### src/rtl/imm_decode_pkg.sv
// rtl/imm_decode_pkg.sv - shared widths, im_op selector codes and opcodes for the immediate decode stage
package imm_decode_pkg;

  localparam int DATA_BUS    = 16;
  localparam int IM_OP_BUS   = 3;
  localparam logic [DATA_BUS-1:0] DATA_ZERO = '0;

  typedef enum logic [IM_OP_BUS-1:0] {
    IM_OP_NOP      = 3'd0,
    IM_OP_S_E_3_0  = 3'd1,
    IM_OP_S_E_4_0  = 3'd2,
    IM_OP_S_E_7_0  = 3'd3,
    IM_OP_S_E_10_0 = 3'd4,
    IM_OP_Z_E_7_0  = 3'd5
  } im_op_e;

  localparam logic [4:0] OP_ADDSP3 = 5'b00000;
  localparam logic [4:0] OP_NOP    = 5'b00001;
  localparam logic [4:0] OP_B      = 5'b00010;
  localparam logic [4:0] OP_BEQZ   = 5'b00100;
  localparam logic [4:0] OP_BNEZ   = 5'b00101;
  localparam logic [4:0] OP_SHIFT  = 5'b00110;
  localparam logic [4:0] OP_ADDIU3 = 5'b01000;
  localparam logic [4:0] OP_ADDIU  = 5'b01001;
  localparam logic [4:0] OP_GRP_SP = 5'b01100;
  localparam logic [4:0] OP_LI     = 5'b01101;
  localparam logic [4:0] OP_CMPI   = 5'b01110;
  localparam logic [4:0] OP_LW_SP  = 5'b10010;
  localparam logic [4:0] OP_LW     = 5'b10011;
  localparam logic [4:0] OP_SW_SP  = 5'b11010;
  localparam logic [4:0] OP_SW     = 5'b11011;

endpackage

### src/rtl/imm_ext.sv
// rtl/imm_ext.sv - combinational sign/zero extenders for every immediate field of an instruction
module imm_ext
  import imm_decode_pkg::*;
#(
  parameter int DATA_WIDTH = DATA_BUS
) (
  input  logic [15:0]           instr,
  output logic [DATA_WIDTH-1:0] s_e3_0,
  output logic [DATA_WIDTH-1:0] s_e4_0,
  output logic [DATA_WIDTH-1:0] s_e7_0,
  output logic [DATA_WIDTH-1:0] s_e10_0,
  output logic [DATA_WIDTH-1:0] z_e7_0
);

  assign s_e3_0  = {{(DATA_WIDTH-4){instr[3]}},   instr[3:0]};
  assign s_e4_0  = {{(DATA_WIDTH-5){instr[4]}},   instr[4:0]};
  assign s_e7_0  = {{(DATA_WIDTH-8){instr[7]}},   instr[7:0]};
  assign s_e10_0 = {{(DATA_WIDTH-11){instr[10]}}, instr[10:0]};
  assign z_e7_0  = {{(DATA_WIDTH-8){1'b0}},       instr[7:0]};

endmodule

### src/rtl/imm_decode.sv
// rtl/imm_decode.sv - classifies the opcode into an im_op selector and registers all immediates into ID/EX
module imm_decode
  import imm_decode_pkg::*;
#(
  parameter int DATA_WIDTH  = DATA_BUS,
  parameter int IM_OP_WIDTH = IM_OP_BUS
) (
  input  logic                   clk,
  input  logic                   rst,
  input  logic [15:0]            instr,
  input  logic                   instr_valid,
  input  logic                   stall,
  input  logic                   flush,
  output logic [DATA_WIDTH-1:0]  im_s_e3_0,
  output logic [DATA_WIDTH-1:0]  im_s_e4_0,
  output logic [DATA_WIDTH-1:0]  im_s_e7_0,
  output logic [DATA_WIDTH-1:0]  im_s_e10_0,
  output logic [DATA_WIDTH-1:0]  im_z_e7_0,
  output logic [IM_OP_WIDTH-1:0] im_op,
  output logic                   im_valid
);

  logic [DATA_WIDTH-1:0]  s_e3_0, s_e4_0, s_e7_0, s_e10_0, z_e7_0;
  logic [IM_OP_WIDTH-1:0] im_op_d;
  logic [4:0]             op;

  assign op = instr[15:11];

  imm_ext #(.DATA_WIDTH(DATA_WIDTH)) u_imm_ext (
    .instr   (instr),
    .s_e3_0  (s_e3_0),
    .s_e4_0  (s_e4_0),
    .s_e7_0  (s_e7_0),
    .s_e10_0 (s_e10_0),
    .z_e7_0  (z_e7_0)
  );

  always_comb begin
    im_op_d = IM_OP_NOP;
    case (op)
      OP_ADDIU3:            im_op_d = IM_OP_S_E_3_0;
      OP_LW, OP_SW:         im_op_d = IM_OP_S_E_4_0;
      OP_ADDIU, OP_ADDSP3, OP_GRP_SP, OP_BEQZ, OP_BNEZ,
      OP_CMPI, OP_LW_SP, OP_SW_SP:
                            im_op_d = IM_OP_S_E_7_0;
      OP_B:                 im_op_d = IM_OP_S_E_10_0;
      OP_LI:                im_op_d = IM_OP_Z_E_7_0;
      default:              im_op_d = IM_OP_NOP;
    endcase
  end

  // flush wins over stall so a squashed instruction can never be held in EX
  always_ff @(posedge clk) begin
    if (rst || flush || (!stall && !instr_valid)) begin
      im_s_e3_0  <= '0;
      im_s_e4_0  <= '0;
      im_s_e7_0  <= '0;
      im_s_e10_0 <= '0;
      im_z_e7_0  <= '0;
      im_op      <= IM_OP_NOP;
      im_valid   <= 1'b0;
    end else if (!stall) begin
      im_s_e3_0  <= s_e3_0;
      im_s_e4_0  <= s_e4_0;
      im_s_e7_0  <= s_e7_0;
      im_s_e10_0 <= s_e10_0;
      im_z_e7_0  <= z_e7_0;
      im_op      <= im_op_d;
      im_valid   <= 1'b1;
    end
  end

endmodule

### config.mk
export PLATFORM = sky130hd
export DESIGN_NAME = imm_decode
export DESIGN_NICKNAME = d
export VERILOG_FILES = /design/src/rtl/imm_decode_pkg.sv /design/src/rtl/imm_ext.sv /design/src/rtl/imm_decode.sv
export SDC_FILE = /design/constraint.sdc
export NUM_CORES = 1
export LEC_CHECK = 0
export ABC_CLOCK_PERIOD_IN_PS = 1900
export BUFFER_PORTS_ARGS = -buffer_cell sky130_fd_sc_hd__buf_2
export CAP_MARGIN = 30
export CORE_ASPECT_RATIO = 0.5
export CORE_MARGIN = 2
export CORE_UTILIZATION = 40
export DETAILED_ROUTE_END_ITERATION = 16
export HOLD_SLACK_MARGIN = 0.1
export PLACE_DENSITY = 0.93
export SETUP_SLACK_MARGIN = 0.4
export SLEW_MARGIN = 20
export SYNTH_ARGS = -nofsm -noshare
export SYNTH_HDL_FRONTEND = slang
export SYNTH_SLANG_ARGS = --single-unit
### constraint.sdc
create_clock -name clk -period 1.9 [get_ports clk]
set_input_delay 0.095 -clock clk [delete_from_list [all_inputs] [get_ports clk]]
set_output_delay 0.095 -clock clk [all_outputs]
set_load 0.005 [all_outputs]
# Word-level counts from Yosys, hierarchy flattened
# Memories as Yosys holds them, arrays and structs flattened. A register that Yosys moved wholly into a read port is not among the register bits.
# Index checks and enable logic that the tools add are counted.
[classes]
reduce_logical = 6
[op_table]
columns = ["cell", "count"]
rows = [
  ["1-bit zero test", 3],
  ["1-bit logical OR", 2],
  ["1-bit logical AND", 1],
]
[totals]
reg_bits = 37
mem_bits_ro = 96
output_inout_bits = 84
mem_count = 1
[mem_list]
columns = ["memory", "depth", "width", "read_ports", "rd_ports_with_merged_regs", "write_ports", "line", "rtl"]
rows = [
  ["(name not given)", 32, 3, 1, 1, 0, "imm_decode.sv:40", "case (op)"],
]

# Depth between registers and ports, before layout
# Gate-level depths: netlist of run 1.
[depth]
ltp_word = 3
ltp_mapped = 4
ltp_nobuf = 3

# By module
# From an unflattened synthesis of run 1, not the netlist that was laid out.
[hier_totals]
hier_cells = 370
hier_area_um2 = 3664.8
[by_module_without_submodules]
columns = ["module", "n_inst", "cells_per_inst", "area_each_um2", "seq_area_each_um2"]
rows = [
  ["imm_decode", 1, 289, 3060.4, 1681.6],
  ["imm_ext", 1, 81, 604.3, 0.0],
]

# Worst setup path after synthesis of run 1
# OpenSTA, ideal clock, no wires.
[synth_path]
path_type = "in2reg"
startpoint = "input port instr[12]"
endpoint = "register im_op[1]"
setup_time_ps = 103
arrival_time_ps = 764
required_time_ps = 1797
slack_ps = 1032
stages = 4
cell_sequence = "buf_6 > nand3b_1 > a21o_1 > a2111oi_2"
[synth_lines]
columns = ["item", "line", "rtl"]
rows = [
  ["start, declared", "imm_decode.sv:10", "input logic [15:0] instr,"],
  ["end, declared", "imm_decode.sv:19", "output logic [IM_OP_WIDTH-1:0] im_op,"],
]

==> impl_metrics.ini, run 1 <==
[synth]
synth_seq_cells = 15
seq_area_frac_synth_pct = 25.4
synthAdderAreaFrac_pct = 0
synthTopCellsByArea = buf_4 45%, dfxtp_1 25%, mux2i_1 10%, nor2_1 4.8%, a21oi_1 1.3%
yosysTopAreaCellShare_pct = 45.0
synth-simple-area-share_pct = 9.73
yosys.area.top_type = buf_4
synth_xor_area_share_pct = 0
avgSynthCellArea_um2 = 8.52
synth_compound_area_share_pct = 7.08
synth_top_family_by_area = buffers and inverters
syn_area_mm2 = 0.00118
synth_mux_area_share_pct = 10.1
syn_inst = 139
yosysWarnings = 0
ys_types = 24

[pwr]
p_int_mw = 0.543
combPwrFrac_pct = 19.6
total_power_mw = 0.732
p_switching_mw = 0.189
p_leak_nw = 0.835
swShare_pct = 25.8
power_density_mw_per_mm2 = 557
clockPowerShare_pct = 34.7
pwr-share-seq_pct = 45.7
ir_drop_uv = 236

[floorplan]
die_area_mm2 = 0.00344
die_w_um = 80.9
start_util_pct = 43.8
rows = 13
coreArea_mm2 = 0.00270
ioPinCount = 105
die_height_um = 42.5

[critical_path]
path_cells = buf_2
crit_fanout = 18
worstSetupPathType = flip-flop to output pin
endpoint_kind = output pin
cpPeakStageDelay_ns = 0.56
cp_num_buf_inv = 1
critPathSlowestCell = dfxtp_1
cp-start-kind = flip-flop
cp_top_family = flip-flops
crit_required_ns = 1.80
cp.arrival_ns = 1.00

[grt]
gr-total-overflow = 0
grt_max_degree = 19
track_usage_pct = 15.1
grt_antenna_before_repair = 0
grt_pass1_wl_um = 3920
grt_pass1_vias = 805

[cells_and_area]
area_growth_pct = 11.0
finish.utilization_pct = 48.7
diodes = 0
final_nets = 203
drive_above_1_share_pct = 56.9

[clock_network]
cts_setup_buffers = 0
cts_buffer_depth = 2
clkTransAtPathRegs_ns = 0.06
cts_root_buf = clkbuf_8
clock-sinks = 15
clkLatencyLatePin_ns = 0.25
cts_buffers = 3
htree_levels = 1
cts_tree = done

[route]
drtAntennaViolNets = 0
wl_per_cell_um = 12.1
drt_first_pass_iters = 4
totalWireLength_um = 2640
vias = 939
drt-initial-drc-count = 52
drc_errors = 0
viasPerCell = 4.31

[hold_path]
hp-class = input port to flip-flop

[sta]
slew-limit-headroom_pct = 57.3
finalSetupViolCount = 0
hold_slack_ns = 0.124
fmax_ghz = 0.916
finalCritPeriodShare_pct = 57.5
slew_viol_final = 0
setup_slack_ns = 0.808
clock_skew_ns = 0
setup_tns_ns = 0
rsz0062_at_grt = no
hold_viol = 0
tightest_slew_ns = 0.640
fin_crit_ns = 1.09

[outcome]
status = finished, final reports clean

[flow_run]
drv_cap = 0

[place]
gp_congestion = 0.791
pre_cts_slack_ns = 0.681
numPortBuffers = 96
hpwl_um = 1840
==> per-stage QoR <==
step	cell area, um^2	instances
detailed placement	1190	206
CTS	1310	218
global route	1310	218
floorplan	1210	146
global placement	1190	206
finish	1310	218
==> worst paths after layout <==
check               start      endpoint  cells past startpoint  slack [ns]
max          im_s_e4_0[3]  im_s_e3_0[9]                      1        0.81
min              instr[2]  im_s_e3_0[2]                      3        0.12
max reg2reg  im_s_e7_0[4]  im_s_e7_0[4]                      2        1.00
min reg2reg      im_valid      im_valid                      2        0.49
==> layout make-up <==
| type | count | area [um^2] |
|---|---|---|
| fill | 251 | 1390 |
| timing repair buffer | 104 | 561 |
| multi-input combinational | 55 | 349 |
| sequential | 15 | 300 |
| tap | 37 | 46.3 |
| clock buffer | 3 | 41.3 |
| inverter | 3 | 11.3 |
| clock inverter | 1 | 5.00 |
==> timing repair <==
item	in CTS	in global routing
gates resized for setup	0	0
endpoints found under the hold margin	8	0
hold buffers	8	0
==> power by group through the flow <==
stage               clock [mW]  combinational [mW]  sequential, mW
CTS                      0.255               0.142           0.335
global route             0.270               0.159           0.337
detailed placement           0               0.128           0.342
floorplan                    0               0.118           0.342
global placement             0               0.124           0.341
finish                   0.254               0.143           0.335
==> placed cells by master, fill, tap and decap left out, drive strengths merged <==
cell type	count
clkinv	1
nor2	15
nand2b	1
and4b	1
nor4b	1
nand3b	1
o21ai	2
clkbuf	3
nor3b	1
dlygate4sd3	8
dfxtp	15
nor3	2
mux2i	12
a2111oi	1
nand2	2
inv	3
buf	96
conb	8
a21boi	1
o22ai	1
a21o	1
o221a	1
a21oi	3
a211oi	1
==> logic make-up after synthesis <==
logic type,Yosys count
other cells,1
buf+inv,76
mux,12
flops,15
compound gates,11
simple gates,24
==> flip-flops by register name, indices dropped and copies added (netlist names) <==
signal      flops
im_s_e4_0       1
im_s_e7_0       3
im_s_e3_0       3
im_s_e10_0      4
im_valid        1
im_op           3
==> metal layers <==
| layer | share of wire [%] | wire length (um) | track usage, % |
|---|---|---|---|
| met5 | 0 | 0 | 0 |
| met3 | 6.7 | 176 | 2.59 |
| met1 | 37 | 987 | 15.7 |
| met2 | 54 | 1420 | 29.6 |
| met4 | 2.1 | 56 | 6.44 |
==> cell usage after synthesis, drive strengths merged <==
cell type	number
mux2i	12
conb	1
a211oi	1
a21oi	3
a21boi	1
a21o	1
and4b	1
nand2	2
nand3b	1
a2111oi	1
o22ai	1
inv	3
o21ai	2
nor4b	1
nor3	2
nor2	15
o221a	1
dfxtp	15
nand2b	1
buf	73
nor3b	1
Note: power is estimated with default switching activity, not from simulation.
==> run 2: changes to the inputs <==
Settings changed: ABC_CLOCK_PERIOD_IN_PS 1900 to 1000, CORE_UTILIZATION 40 to 34, PLACE_DENSITY 0.93 to 0.85.
Clock period 1.9 ns to 1 ns, I/O delays scaled along.
==> impl_metrics.ini, run 2 (synthesized netlist as in run 1, its figures left out) <==
[critical_path]
cp-start-kind = flip-flop
r2r_setup_slack_ns = 0.30
critPathSlowestCell = dfxtp_4
rr_worst_depth = 2
crit_required_ns = 0.95
r2r_end = im_op[1]
endpoint_kind = output pin
cpPeakStageDelay_ns = 0.41
cp.arrival_ns = 0.79
path_cells = buf_2
worstSetupPathType = flip-flop to output pin
cp_num_buf_inv = 1
r2r-start = im_op[1]
crit_fanout = 18
cp_top_family = flip-flops

[sta]
fmax_ghz = 1.19
slew_viol_final = 0
fin_crit_ns = 0.844
finalSetupViolCount = 0
hold_viol = 0
clock_skew_ns = 0
finalCritPeriodShare_pct = 84.4
rsz0062_at_grt = yes
setup_slack_ns = 0.156

[clock_network]
cts_tree = done
htree_levels = 1
clock-sinks = 15
cts_buffer_depth = 2
cts_root_buf = clkbuf_8
clkTransAtPathRegs_ns = 0.06
cts_buffers = 3
clkLatencyLatePin_ns = 0.24

[place]
hpwl_um = 1680
gp_congestion = 0.747
dpl-instance-area_mm2 = 0.00124
pre_cts_slack_ns = -0.00809
numPortBuffers = 96
dp_cells = 214

[route]
totalWireLength_um = 2470
drc_errors = 0
drt_first_pass_iters = 4
drt-initial-drc-count = 22
viasPerCell = 4.16
drtAntennaViolNets = 0
vias = 916
wl_per_cell_um = 11.2

[grt]
grt_antenna_before_repair = 0
gr-total-overflow = 0
grt_pass1_wl_um = 3170
grt_pass1_vias = 712
grt_max_degree = 19
track_usage_pct = 10.4

[pwr]
ir_drop_uv = 527
combPwrFrac_pct = 22.6
pwr-share-seq_pct = 43.7
p_leak_nw = 0.869
p_int_mw = 1.07
clockPowerShare_pct = 33.7
p_switching_mw = 0.369
power_density_mw_per_mm2 = 920
swShare_pct = 25.7

[cells_and_area]
largest_reg_flops = 4
drive_above_1_share_pct = 73.6
layout_commonest_cell = buf_2
top_register = im_s_e10_0
final_cell_mix = 65 x buf_2, 29 x buf_6, 14 x nor2_1
fill_cells = 334
multi_input_area_um2 = 402
area_growth_pct = 31.9
diodes = 0
fin_area_mm2 = 0.00156
final-seq-area_um2 = 339
final_nets = 200
fin_cells = 220

[hold_path]
hp-class = input port to flip-flop
hp-start = instr[10]
holdPathStages = 3
min_to = im_s_e10_0[10]

[floorplan]
die_height_um = 45.7
rows = 15
ioPinCount = 105
start_util_pct = 35.0
die_w_um = 87.4
die_area_mm2 = 0.00400
coreArea_mm2 = 0.00338

[flow_run]
drv_cap = 0

[outcome]
status = finished, final reports clean
[run 2: changes by cell type in the layout (fill, tap and decap cells not counted), sizes merged]
cell and delta:
dlygate4sd3 -8, buf +5, clkinv -1, clkbuf +1
[run 2: how the worst max path moves through the flow]
stage / startpoint / slack [ns] / cells after the start / endpoint
final: im_s_e4_0[3] / 0.16 / 1 / im_s_e3_0[7]
after global routing: im_s_e4_0[3] / 0.09 / 1 / im_s_e3_0[8]
after detailed placement: instr[14] / -0.008 / 4 / im_op[1]
after global placement: instr[14] / 0.08 / 4 / im_op[1]
after floorplan: instr[12] / 0.18 / 4 / im_op[1]
after CTS: im_s_e4_0[3] / 0.14 / 1 / im_s_e7_0[3]
[run 2: layout make-up]
type,count,area share (%)
inverters,3,0.721
well taps,42,3.37
clock buffers,4,2.88
multi-input cells,55,25.7
flip-flops and latches,15,21.7
repair buffers,101,45.6
[run 2: worst min-delay path: stages]
cell and delay [ns]:
buf_2 0.07, mux2i_1 0.05, nor2_1 0.07
[run 2: timing repair]
item	4_1_cts	5_1_grt
setup endpoints to repair	89	90
setup buffers	2	0
hold endpoints to repair	13	9
gates resized for setup	25	35
pin swaps	10	3
[run 2: metal layers]
| layer | global-route usage, % | wire (um) | vias to the layer above |
|---|---|---|---|
| li1 | - | - | 449 |
| met1 | 11.1 | 863 | 423 |
| met2 | 20.8 | 1460 | 44 |
| met3 | 2.72 | 147 | 0 |
| met4 | 2.77 | 0 | 0 |
| met5 | 0 | 0 | - |
[run 2: through the flow]
stage,hold slack (ns),power (mW),setup TNS (ns),utilization (%)
floorplan,0.193,0.886,0,-
global placement,0.280,0.894,0,36.6
detailed placement,0.302,0.904,-0.00809,36.6
CTS,0.0315,1.42,0,40.5
global route,0.0359,1.52,0,46.2
finish,0.0370,1.44,0,46.2
[run 2: power groups by stage]
stage	clock network [mW]	logic, mW	registers (mW)
6_report	0.484	0.324	0.628
5_1_grt	0.532	0.358	0.633
4_1_cts	0.504	0.287	0.632
3_5_place_dp	0	0.260	0.644
3_3_place_gp	0	0.252	0.642
2_1_floorplan	0	0.239	0.647
==> run 3: changes to the inputs <==
Settings changed: ABC_CLOCK_PERIOD_IN_PS 1000 to 800, CORE_UTILIZATION 34 to 38, PLACE_DENSITY 0.85 to 0.89.
Clock period 1 ns to 0.8 ns, I/O delays scaled along.
==> impl_metrics.ini, run 3 (synthesized netlist as in run 1, its figures left out) <==
[hold_path]
hp-class = input port to flip-flop
min_to = im_s_e4_0[3]
holdPathStages = 3
hp-start = instr[3]

[grt]
grt_antenna_before_repair = 0
grtUsageMet2_pct = 25.3
grt_pass1_wl_um = 3550
track_usage_pct = 12.2
grtUsageMet1_pct = 12.5
gr-usage-met3_pct = 3.43
grt_max_degree = 19
gr-total-overflow = 0
grt_pass1_vias = 768
grt.busiest_layer = met2

[critical_path]
r2r_end = im_s_e7_0[4]
cp-start-kind = flip-flop
path_cells = buf_2
worstSetupPathType = flip-flop to output pin
cp_num_buf_inv = 1
rr_worst_depth = 2
cpPeakStageDelay_ns = 0.41
r2r_setup_slack_ns = 0.13
cp.arrival_ns = 0.79
crit_required_ns = 0.76
cp_top_family = flip-flops
r2r-start = im_s_e7_0[4]
path_depth = 1
crit_fanout = 18
critPathSlowestCell = dfxtp_4
endpoint_kind = output pin

[floorplan]
die_area_mm2 = 0.00360
ioPinCount = 105
coreArea_mm2 = 0.00298
die_w_um = 82.9
rows = 14
start_util_pct = 39.7
die_height_um = 43.5

[sta]
finalCritPeriodShare_pct = 103
setup_tns_ns = -0.616
clock_skew_ns = 0
rsz0062_at_grt = yes
hold_viol = 0
slew_viol_final = 0
finalSetupViolCount = 32
fmax_ghz = 1.21
setup_slack_ns = -0.0276
fin_crit_ns = 0.828

[pwr]
p_leak_nw = 0.888
ir_drop_uv = 579
power_density_mw_per_mm2 = 1150
total_power_mw = 1.80

[clock_network]
clkLatencyLatePin_ns = 0.24
cts_buffer_depth = 2
clkTransAtPathRegs_ns = 0.06
clock-sinks = 15
cts_buffers = 3
cts_root_buf = clkbuf_8
htree_levels = 1
cts_tree = done

[route]
vias = 902
viasPerCell = 4.10
totalWireLength_um = 2420
wl_per_cell_um = 11.0
drt-initial-drc-count = 13
drt_first_pass_iters = 2
drc_errors = 0
drtAntennaViolNets = 0

[cells_and_area]
top_register = im_s_e10_0
largest_reg_flops = 4
layout_commonest_cell = buf_2
drive_above_1_share_pct = 75.0
final_cell_mix = 70 x buf_2, 26 x buf_6, 13 x nor2_1
fin_area_mm2 = 0.00156
final_nets = 202
area_growth_pct = 31.9
diodes = 0

[flow_run]
drv_cap = 0

[outcome]
violations = setup timing
status = complete, but fails checks

[place]
dpl-instance-area_mm2 = 0.00129
gp_congestion = 0.665
numPortBuffers = 96
hpwl_um = 1760
pre_cts_slack_ns = -0.109
[run 3: cell types whose count changed in the layout (fill, tap and decap cells not counted), sizes merged]
cell,delta
buf,+2
clkbuf,-1
clkinv,+1
[run 3: repair_timing]
action,4_1_cts,5_1_grt
pin swaps,13,7
setup buffers,0,1
resized for setup,35,13
endpoints found under the hold margin,12,11
endpoints found under the setup margin,91,91
[run 3: worst max-delay path by stage]
stage	slack, ns	end	startpoint
6_report	-0.03	im_s_e3_0[5]	im_s_e4_0[3]
5_1_grt	-0.08	im_s_e3_0[12]	im_s_e4_0[3]
4_1_cts	-0.05	im_s_e3_0[5]	im_s_e4_0[3]
3_5_place_dp	-0.11	im_op[1]	instr[14]
3_3_place_gp	-0.08	im_op[1]	instr[14]
2_1_floorplan	-0.01	im_op[1]	instr[12]
[run 3: report_power, final]
part / leakage [nW] / internal (mW) / switching [mW]
clock: 0.0255 / 0.344 / 0.257
sequential: 0.131 / 0.755 / 0.0319
combinational: 0.732 / 0.237 / 0.178
[run 3: per-stage QoR]
step	cells	hold slack (ns)	util, %
after floorplan	146	0.183	-
after global placement	215	0.270	43.3
after detailed placement	215	0.278	43.3
after CTS	219	0.0203	50.5
after global routing	220	0.0280	52.4
final	220	0.0271	52.4
[run 3: final cells by class]
class / instances / area (um^2)
clock buffers: 3 / 41.3
well taps: 40 / 50.0
fillers: 280 / 1420
clock inverters: 1 / 5.00
repair buffers: 103 / 716
multi-input cells: 55 / 402
inverters: 3 / 11.3
flip-flops and latches: 15 / 337
[run 3: routing by layer]
layer | vias up | part of all wire (%)
met4 | 0 | 0.91
met3 | 2 | 5.7
li1 | 453 | -
met5 | - | 0
met2 | 40 | 57
met1 | 407 | 36
